[src/rtl/svlog_adder_amba.sv]
// AXI4-Lite slave with a 32-bit add/subtract unit and a 4-bit LED register.
// Registers: R0/R1 operands, R2 result, CTRL/STATUS, LED.
module svlog_adder_amba #(
  parameter int unsigned C_S00_AXI_DATA_WIDTH = 32,
  parameter int unsigned C_S00_AXI_ADDR_WIDTH = 5
) (
  input  logic                                s00_axi_aclk,
  input  logic                                s00_axi_aresetn,
  input  logic [C_S00_AXI_ADDR_WIDTH-1:0]     s00_axi_awaddr,
  input  logic [2:0]                          s00_axi_awprot,
  input  logic                                s00_axi_awvalid,
  output logic                                s00_axi_awready,
  input  logic [C_S00_AXI_DATA_WIDTH-1:0]     s00_axi_wdata,
  input  logic [(C_S00_AXI_DATA_WIDTH/8)-1:0] s00_axi_wstrb,
  input  logic                                s00_axi_wvalid,
  output logic                                s00_axi_wready,
  output logic [1:0]                          s00_axi_bresp,
  output logic                                s00_axi_bvalid,
  input  logic                                s00_axi_bready,
  input  logic [C_S00_AXI_ADDR_WIDTH-1:0]     s00_axi_araddr,
  input  logic [2:0]                          s00_axi_arprot,
  input  logic                                s00_axi_arvalid,
  output logic                                s00_axi_arready,
  output logic [C_S00_AXI_DATA_WIDTH-1:0]     s00_axi_rdata,
  output logic [1:0]                          s00_axi_rresp,
  output logic                                s00_axi_rvalid,
  input  logic                                s00_axi_rready,
  output logic [3:0]                          o_leds
);

  localparam int unsigned DW = C_S00_AXI_DATA_WIDTH;
  localparam int unsigned SW = DW / 8;

  logic [DW-1:0] r0_q, r0_d, r1_q, r1_d, r2_q, r2_d, led_q, led_d;
  logic [DW-1:0] sum_q, sum_d, wdata_q, wdata_d, rdata_q, rdata_d;
  logic [SW-1:0] wstrb_q, wstrb_d;
  logic [2:0]    awidx_q, awidx_d;
  logic [1:0]    ctrl_q, ctrl_d;
  logic          done_q, done_d, pend_q, pend_d;
  logic          aw_buf_q, aw_buf_d, w_buf_q, w_buf_d;
  logic          awready_q, awready_d, wready_q, wready_d, bvalid_q, bvalid_d;
  logic          arready_q, arready_d, rvalid_q, rvalid_d;
  logic          commit;
  logic [DW-1:0] rd_mux;

  function automatic logic [DW-1:0] merge_bytes(input logic [DW-1:0] old_v,
                                                input logic [DW-1:0] new_v,
                                                input logic [SW-1:0] strb);
    logic [DW-1:0] res;
    res = old_v;
    for (int i = 0; i < int'(SW); i++) begin
      if (strb[i]) res[8*i +: 8] = new_v[8*i +: 8];
    end
    return res;
  endfunction

  always_comb begin
    rd_mux = '0;
    case (s00_axi_araddr[4:2])
      3'd0:    rd_mux = r0_q;
      3'd1:    rd_mux = r1_q;
      3'd2:    rd_mux = r2_q;
      3'd3:    rd_mux = {done_q, {(DW-3){1'b0}}, ctrl_q};
      3'd4:    rd_mux = led_q;
      default: rd_mux = '0;
    endcase
  end

  // Commit only once per transaction: bvalid blocks re-commit until buffers free.
  assign commit = aw_buf_q && w_buf_q && !bvalid_q;

  always_comb begin
    r0_d      = r0_q;
    r1_d      = r1_q;
    r2_d      = r2_q;
    led_d     = led_q;
    sum_d     = sum_q;
    ctrl_d    = ctrl_q;
    done_d    = done_q;
    pend_d    = 1'b0;
    aw_buf_d  = aw_buf_q;
    awidx_d   = awidx_q;
    w_buf_d   = w_buf_q;
    wdata_d   = wdata_q;
    wstrb_d   = wstrb_q;
    bvalid_d  = bvalid_q;
    rvalid_d  = rvalid_q;
    rdata_d   = rdata_q;

    awready_d = s00_axi_awvalid && !awready_q && !aw_buf_q && !bvalid_q;
    wready_d  = s00_axi_wvalid && !wready_q && !w_buf_q && !bvalid_q;
    arready_d = s00_axi_arvalid && !arready_q && !rvalid_q;

    if (awready_q && s00_axi_awvalid) begin
      aw_buf_d = 1'b1;
      awidx_d  = s00_axi_awaddr[4:2];
    end
    if (wready_q && s00_axi_wvalid) begin
      w_buf_d = 1'b1;
      wdata_d = s00_axi_wdata;
      wstrb_d = s00_axi_wstrb;
    end

    // Result lands one cycle after the START commit.
    if (pend_q) begin
      r2_d   = sum_q;
      done_d = 1'b1;
    end

    if (commit) begin
      bvalid_d = 1'b1;
      case (awidx_q)
        3'd0: r0_d  = merge_bytes(r0_q, wdata_q, wstrb_q);
        3'd1: r1_d  = merge_bytes(r1_q, wdata_q, wstrb_q);
        3'd3: begin
          done_d = 1'b0;
          if (wstrb_q[0]) begin
            ctrl_d = wdata_q[1:0];
            if (wdata_q[0]) begin
              pend_d = 1'b1;
              sum_d  = wdata_q[1] ? (r0_q + r1_q) : (r0_q - r1_q);
            end
          end
        end
        3'd4: led_d = merge_bytes(led_q, wdata_q, wstrb_q);
        default: ;
      endcase
    end

    if (bvalid_q && s00_axi_bready) begin
      bvalid_d = 1'b0;
      aw_buf_d = 1'b0;
      w_buf_d  = 1'b0;
    end

    if (arready_q && s00_axi_arvalid) begin
      rvalid_d = 1'b1;
      rdata_d  = rd_mux;
    end else if (rvalid_q && s00_axi_rready) begin
      rvalid_d = 1'b0;
    end
  end

  always_ff @(posedge s00_axi_aclk or negedge s00_axi_aresetn) begin
    if (!s00_axi_aresetn) begin
      r0_q      <= '0;
      r1_q      <= '0;
      r2_q      <= '0;
      led_q     <= '0;
      sum_q     <= '0;
      ctrl_q    <= '0;
      done_q    <= 1'b0;
      pend_q    <= 1'b0;
      aw_buf_q  <= 1'b0;
      awidx_q   <= '0;
      w_buf_q   <= 1'b0;
      wdata_q   <= '0;
      wstrb_q   <= '0;
      awready_q <= 1'b0;
      wready_q  <= 1'b0;
      bvalid_q  <= 1'b0;
      arready_q <= 1'b0;
      rvalid_q  <= 1'b0;
      rdata_q   <= '0;
    end else begin
      r0_q      <= r0_d;
      r1_q      <= r1_d;
      r2_q      <= r2_d;
      led_q     <= led_d;
      sum_q     <= sum_d;
      ctrl_q    <= ctrl_d;
      done_q    <= done_d;
      pend_q    <= pend_d;
      aw_buf_q  <= aw_buf_d;
      awidx_q   <= awidx_d;
      w_buf_q   <= w_buf_d;
      wdata_q   <= wdata_d;
      wstrb_q   <= wstrb_d;
      awready_q <= awready_d;
      wready_q  <= wready_d;
      bvalid_q  <= bvalid_d;
      arready_q <= arready_d;
      rvalid_q  <= rvalid_d;
      rdata_q   <= rdata_d;
    end
  end

  assign s00_axi_awready = awready_q;
  assign s00_axi_wready  = wready_q;
  assign s00_axi_bvalid  = bvalid_q;
  assign s00_axi_bresp   = 2'b00;
  assign s00_axi_arready = arready_q;
  assign s00_axi_rvalid  = rvalid_q;
  assign s00_axi_rdata   = rdata_q;
  assign s00_axi_rresp   = 2'b00;
  assign o_leds          = led_q[3:0];

  logic unused_prot;
  assign unused_prot = ^{s00_axi_awprot, s00_axi_arprot, s00_axi_awaddr[1:0],
                         s00_axi_araddr[1:0]};

endmodule

[config.mk]
export PLATFORM = sky130hd
export DESIGN_NAME = svlog_adder_amba
export DESIGN_NICKNAME = d
export VERILOG_FILES = /design/src/rtl/svlog_adder_amba.sv
export SDC_FILE = /design/constraint.sdc
export NUM_CORES = 1
export LEC_CHECK = 0
export CORE_UTILIZATION = 53
export CTS_CLUSTER_SIZE = 16
export DETAILED_ROUTE_END_ITERATION = 10
export MAX_ROUTING_LAYER = met4
export PLACE_DENSITY = 0.77
export SETUP_SLACK_MARGIN = 0.5
export SYNTH_ARGS = -nofsm -noshare
export SYNTH_HDL_FRONTEND = slang
export SYNTH_SLANG_ARGS = --single-unit
export TNS_END_PERCENT = 10
[constraint.sdc]
create_clock -name s00_axi_aclk -period 3.2 [get_ports s00_axi_aclk]
set_input_delay 0.96 -clock s00_axi_aclk [delete_from_list [all_inputs] [get_ports s00_axi_aclk]]
set_output_delay 0.96 -clock s00_axi_aclk [all_outputs]
set_load 0.005 [all_outputs]
-- Word-level counts from Yosys, hierarchy flattened
Index checks and enable logic that the tools add are counted.
Widths: inputs -> output; s select.
- register bits: 242
- bits in latches: 0
- RAM bits: 0
- bits in read-only memories: 0
- input bits: 59
- output and inout bits: 45
- word-level logic and storage cells: 96
- memories kept: 0
- $add $sub $neg: 2
- multipliers: 0
- div/mod/pow operators: 0
- order comparisons: 0
- eq/ne operators: 7
- shift operators: 0
- muxes and demuxes: 17
- bitwise gates (word level): 0
- reductions and logical operators: 42
- operators with widths (cell ; number):
    $pmux 32 s5 ; 1
    $reduce_and 3->1 ; 13
    $add 32x32->32 ; 1
    $mux 32 ; 1
    $sub 32x32->32 ; 1
    $logic_and 1x1->1 ; 15
    $mux 1 ; 15
    $eq 3x2->1 const B ; 3
    $reduce_bool 2->1 ; 4
    $logic_not 1->1 ; 7
    $eq 3x1->1 const B ; 2
    $eq 3x3->1 const B ; 2
    $logic_not 3->1 ; 2
    $reduce_and 4->1 ; 1

-- Longest topological paths before layout
Gate-level depths: netlist (run 1).
- depth in word-level cells: 4
- depth in mapped cells: 15

-- Worst setup path before layout (run 1)
Ideal clock, no wire load.
- path kind: flip-flop to flip-flop
- start point: reg r1_q[15]
- end point: reg sum_q[29]
- library setup time: 0.069 ns
- data arrival time: 3.327 ns
- required time: 3.131 ns
- slack: -0.196 ns
- cell stages (with the launch flop): 14
- path buffers: 0
- clock period less this slack: 3.396 ns
- cells stage by stage: dfrtp_1 > nor4_1 > nand3_1 > or3_1 > nor2_1 > a21oi_1 > xor2_1 > ha_1 > nand4_1 > or3_1 > a211oi_1 > nor3_1 > or4_1 > nand3_1
- cells in the longest elaborated chain, start to end: 2
- elaborated cells on any way between the ends: 3
- classes of those cells: 2 x add/sub; 1 x mux
- RTL lines (element ; line ; RTL):
    start, declared ; 34 ; logic [DW-1:0] r0_q, r0_d, r1_q, r1_d, r2_q, r2_d, led_q, led_d;
    start signal, assigned ; 167 ; r1_q <= r1_d;
    $sub 32x32->32 or $add 32x32->32 (tied branches) ; 121 ; sum_d = wdata_q[1] ? (r0_q + r1_q) : (r0_q - r1_q);
    $mux 32 * ; 121 ;
    end signal, assigned ; 170 ; sum_q <= sum_d;
    end, declared ; 35 ; logic [DW-1:0] sum_q, sum_d, wdata_q, wdata_d, rdata_q, rdata_d;
Mark *: on every way between the ends. The rest lies on a longest branch, timed or not.
A chain may end at the register's enable or synchronous reset.

-- Worst setup path after layout (run 1)
- start point: reg r1_q[11]
- end point: reg sum_q[29]
The elaborated chain is that of the path after synthesis.

==> results.md, run 1 <==
* Outcome: finished with violations
* Failing checks: negative setup slack
* Syn Inst Count at 1,067
* Top cell type's share of synthesized area at 50.2%
* Synth Area per Inst at 11.3 um2
* Peak supply drop at around 630 uV
* Antenna violations before repair at 0
* Primary FF master, synth: dfrtp_1
* Setup TNS at -2.88 ns
* Nets at 1,385
* Top post-synthesis cells by area: dfrtp_1 (50%), mux2_2 (15%), ha_1 (4.0%), nand2_1 (3.5%), o21ai_0 (3.4%)
* Total grt overflow at 0
* Via count at about 9,300
* Pre-Repair DR Iteration Count at 5
* Max-Cap Viols at 0
* Area grow syn2layout at 27.2%
* Slew Limit Fails at 0
* Share of layout cells above drive strength 1 at 32.1%
* IO buf count at 89
* Leading area contributor after synthesis: dfrtp_1
* First DRT Iteration DRCs at 497
* Commonest non-fill, non-tap cell in the layout: dfrtp_1
* Pwr dens at about 1100 nW/um2
* P_leak at approximately 0.0072 uW
* Final Non-Filler Cells at 1,583
* Worst setup EP type: flop
* CP Max Fanout at 3
* Row count at 54
* CTS Buf Count at 26
* First-pass GRT wire length at 49,200 um
* I/O pin count at approximately 100
* GRT Overall Usage at between 20% and 30%
* Ant diodes at 0
* Clock sinks at 242
* Req. time, crit path at between 3 and 4 ns
* Die height at 153 um
* Worst hold path type: input port to asynchronous set/reset pin
* Yosys reg bits at 242
* Max Clk Rate at 284 MHz
* ANT nets after route at 0
* Via-to-Cell Ratio at 5.89
* Cell area after synthesis at 12,100 um2
* CTS tree: built
* Core Util, Final at 69.4%
* Final period utilization at 110%
* RSZ-0062 raised after global routing: yes
* Final hold slack at 0.322 ns
* Placed cells at 1,529
* Synth warn at 0
* Final WS setup at -0.322 ns
* Post-synth EDFFs at 0
* FFs w/ async S/R, synth at 100%
* Initial Util at 54.6%
* Die footprint at 23,400 um2
* Yosys cell types at 68
* Largest net degree at the start of global routing at 76
* # DRC at 0
* Tmin final at ~3.5 ns
* Final setup fails at 16
* Die width at 153 um
* Arrival time at the worst endpoint at 3.99 ns
* Slew headroom at 36.6%
* Clock latency on the worst-skew pair at 0.54 ns
* Root buf cell: clkbuf_16
* Routed wire per std cell at about 19 um
* Vias in the first global route at 9,486
* Final hold vios at 0
* Most frequent cells in the layout: dfrtp_1 (241), mux2_2 (164), buf_4 (143), nand2_1 (110), clkdlybuf4s50_1 (88)
* Routability cong. at 0.905
* Startpoint types: flop
* Worst-path clk slew at 0.06 ns
* Total core area at roughly 22,000 um2
* H-Tree Depth at 1
* Seq/Total Area, Yosys at between 50% and 60%
* Clock skew at 0.0143 ns
* Pwr Total at 16,700 uW
* HPWL Detailed at between 20,000 and 25,000 um
* Drt total wl at around 31,000 um
* Post-CTS Hold Buffers at 0
* Worst slew pin tran at 0.951 ns
* Crit path kind: flop to flop
* Clk buf depth at 3
## flip-flops by register name, summed over array words and instances (netlist names)
signal,flops
s00_axi_rvalid,1
w_buf_q,1
aw_buf_q,1
wdata_q,32
s00_axi_rdata,32
s00_axi_arready,1
ctrl_q,2
pend_q,1
r0_q,32
sum_q,32
done_q,1
wstrb_q,4
s00_axi_awready,1
led_q,32
s00_axi_bvalid,1
s00_axi_wready,1
r1_q,32
awidx_q,3
r2_q,32
## worst paths after layout
check	slack (ns)	depth (start not counted)	startpoint	endpoint
max in group asynchronous	2.10	2	s00_axi_aresetn	s00_axi_rvalid$_DFFE_PN0P_
min in group s00_axi_aclk	0.45	1	s00_axi_rvalid$_DFFE_PN0P_	s00_axi_arready$_DFF_PN0_
min reg2reg	0.45	1	s00_axi_rvalid$_DFFE_PN0P_	s00_axi_arready$_DFF_PN0_
max	-0.32	14	r1_q[11]$_DFFE_PN0P_	sum_q[29]$_DFFE_PN0P_
max reg2reg	-0.32	14	r1_q[11]$_DFFE_PN0P_	sum_q[29]$_DFFE_PN0P_
min	0.32	1	s00_axi_aresetn	wdata_q[11]$_DFFE_PN0P_
## kinds of logic after synthesis
logic type / Yosys count / share of synthesized area [%]
AOI/OAI and AO/OA: 253 / 14.1
and+or+nand+nor: 238 / 9.13
other: 1 / 0.0311
xor gates and xnor gates: 56 / 4.07
adders and majority gates: 40 / 4.21
buffers and inverters: 70 / 2.70
DFF: 242 / 50.2
muxes: 167 / 15.6
## cell usage after synthesis (5+ instances only)
cell / n
a21o_1: 9
a21oi_1: 45
a221oi_1: 33
a22o_1: 29
a31oi_1: 8
buf_4: 8
clkbuf_1: 37
dfrtp_1: 242
ha_1: 39
inv_1: 19
mux2_2: 164
nand2_1: 114
nand3_1: 9
nand4_1: 6
nor2_1: 52
nor3_1: 16
nor3b_1: 5
nor4_1: 6
o211ai_1: 6
o21ai_0: 81
o31ai_1: 5
or3_1: 5
xnor2_1: 16
xor2_1: 40
## metal layers
metal / part of all wire, % / track usage (%) / vias to the layer above
met1: 44 / 35.8 / 4703
li1: - / - / 4317
met5: 0 / - / -
met3: 4.9 / 3.69 / 52
met2: 49 / 43.7 / 254
met4: 2.2 / 7.46 / 0
## power breakdown
group	internal (uW)	switching (uW)	leakage (uW)	total [uW]
registers	3940	764	0.00323	4710
clock network	1630	1190	0.000381	2830
logic	4620	4570	0.00355	9190
total	10200	6530	0.00715	16700
## worst max-delay path: stages (launching register included)
cell,delay (ns)
dfrtp_1,0.41
nor4_4,0.37
nand3_2,0.16
or3_4,0.40
nor4_2,0.15
nor2_1,0.08
xor2_1,0.16
ha_1,0.32
nand4_1,0.13
or3_1,0.40
a211oi_2,0.18
buf_4,0.15
nor3_1,0.05
or4_1,0.40
nand3_1,0.09
## through the flow
step	cell area, um2	setup slack, ns
global route	15300	-0.445
detailed placement	14200	-0.495
global placement	14200	-0.322
CTS	15100	-0.330
finish	15300	-0.322
floorplan	12100	-0.184
## layout make-up
type	count	area, um2
well taps	280	350
clock inverters	4	25.0
clock buffers	41	768
multi-input cells	758	5970
inverters	19	71.3
repair buffers	239	2100
flip-flops and latches	242	6060
fillers	1613	6750
## timing repair
item                       4_1_cts  5_1_grt
gates cloned                     0        0
gates resized for setup         10       52
setup endpoints to repair       25       27
pin swaps                        2       27
buffers inserted                 0        9
No activity file was read; power rests on OpenSTA's default activity.
==> run 2: changes to the inputs <==
- HOLD_SLACK_MARGIN: not set -> 0.12
==> results of run 2 <==
The final DEF is identical to that of run 1; final timing and power are the same.
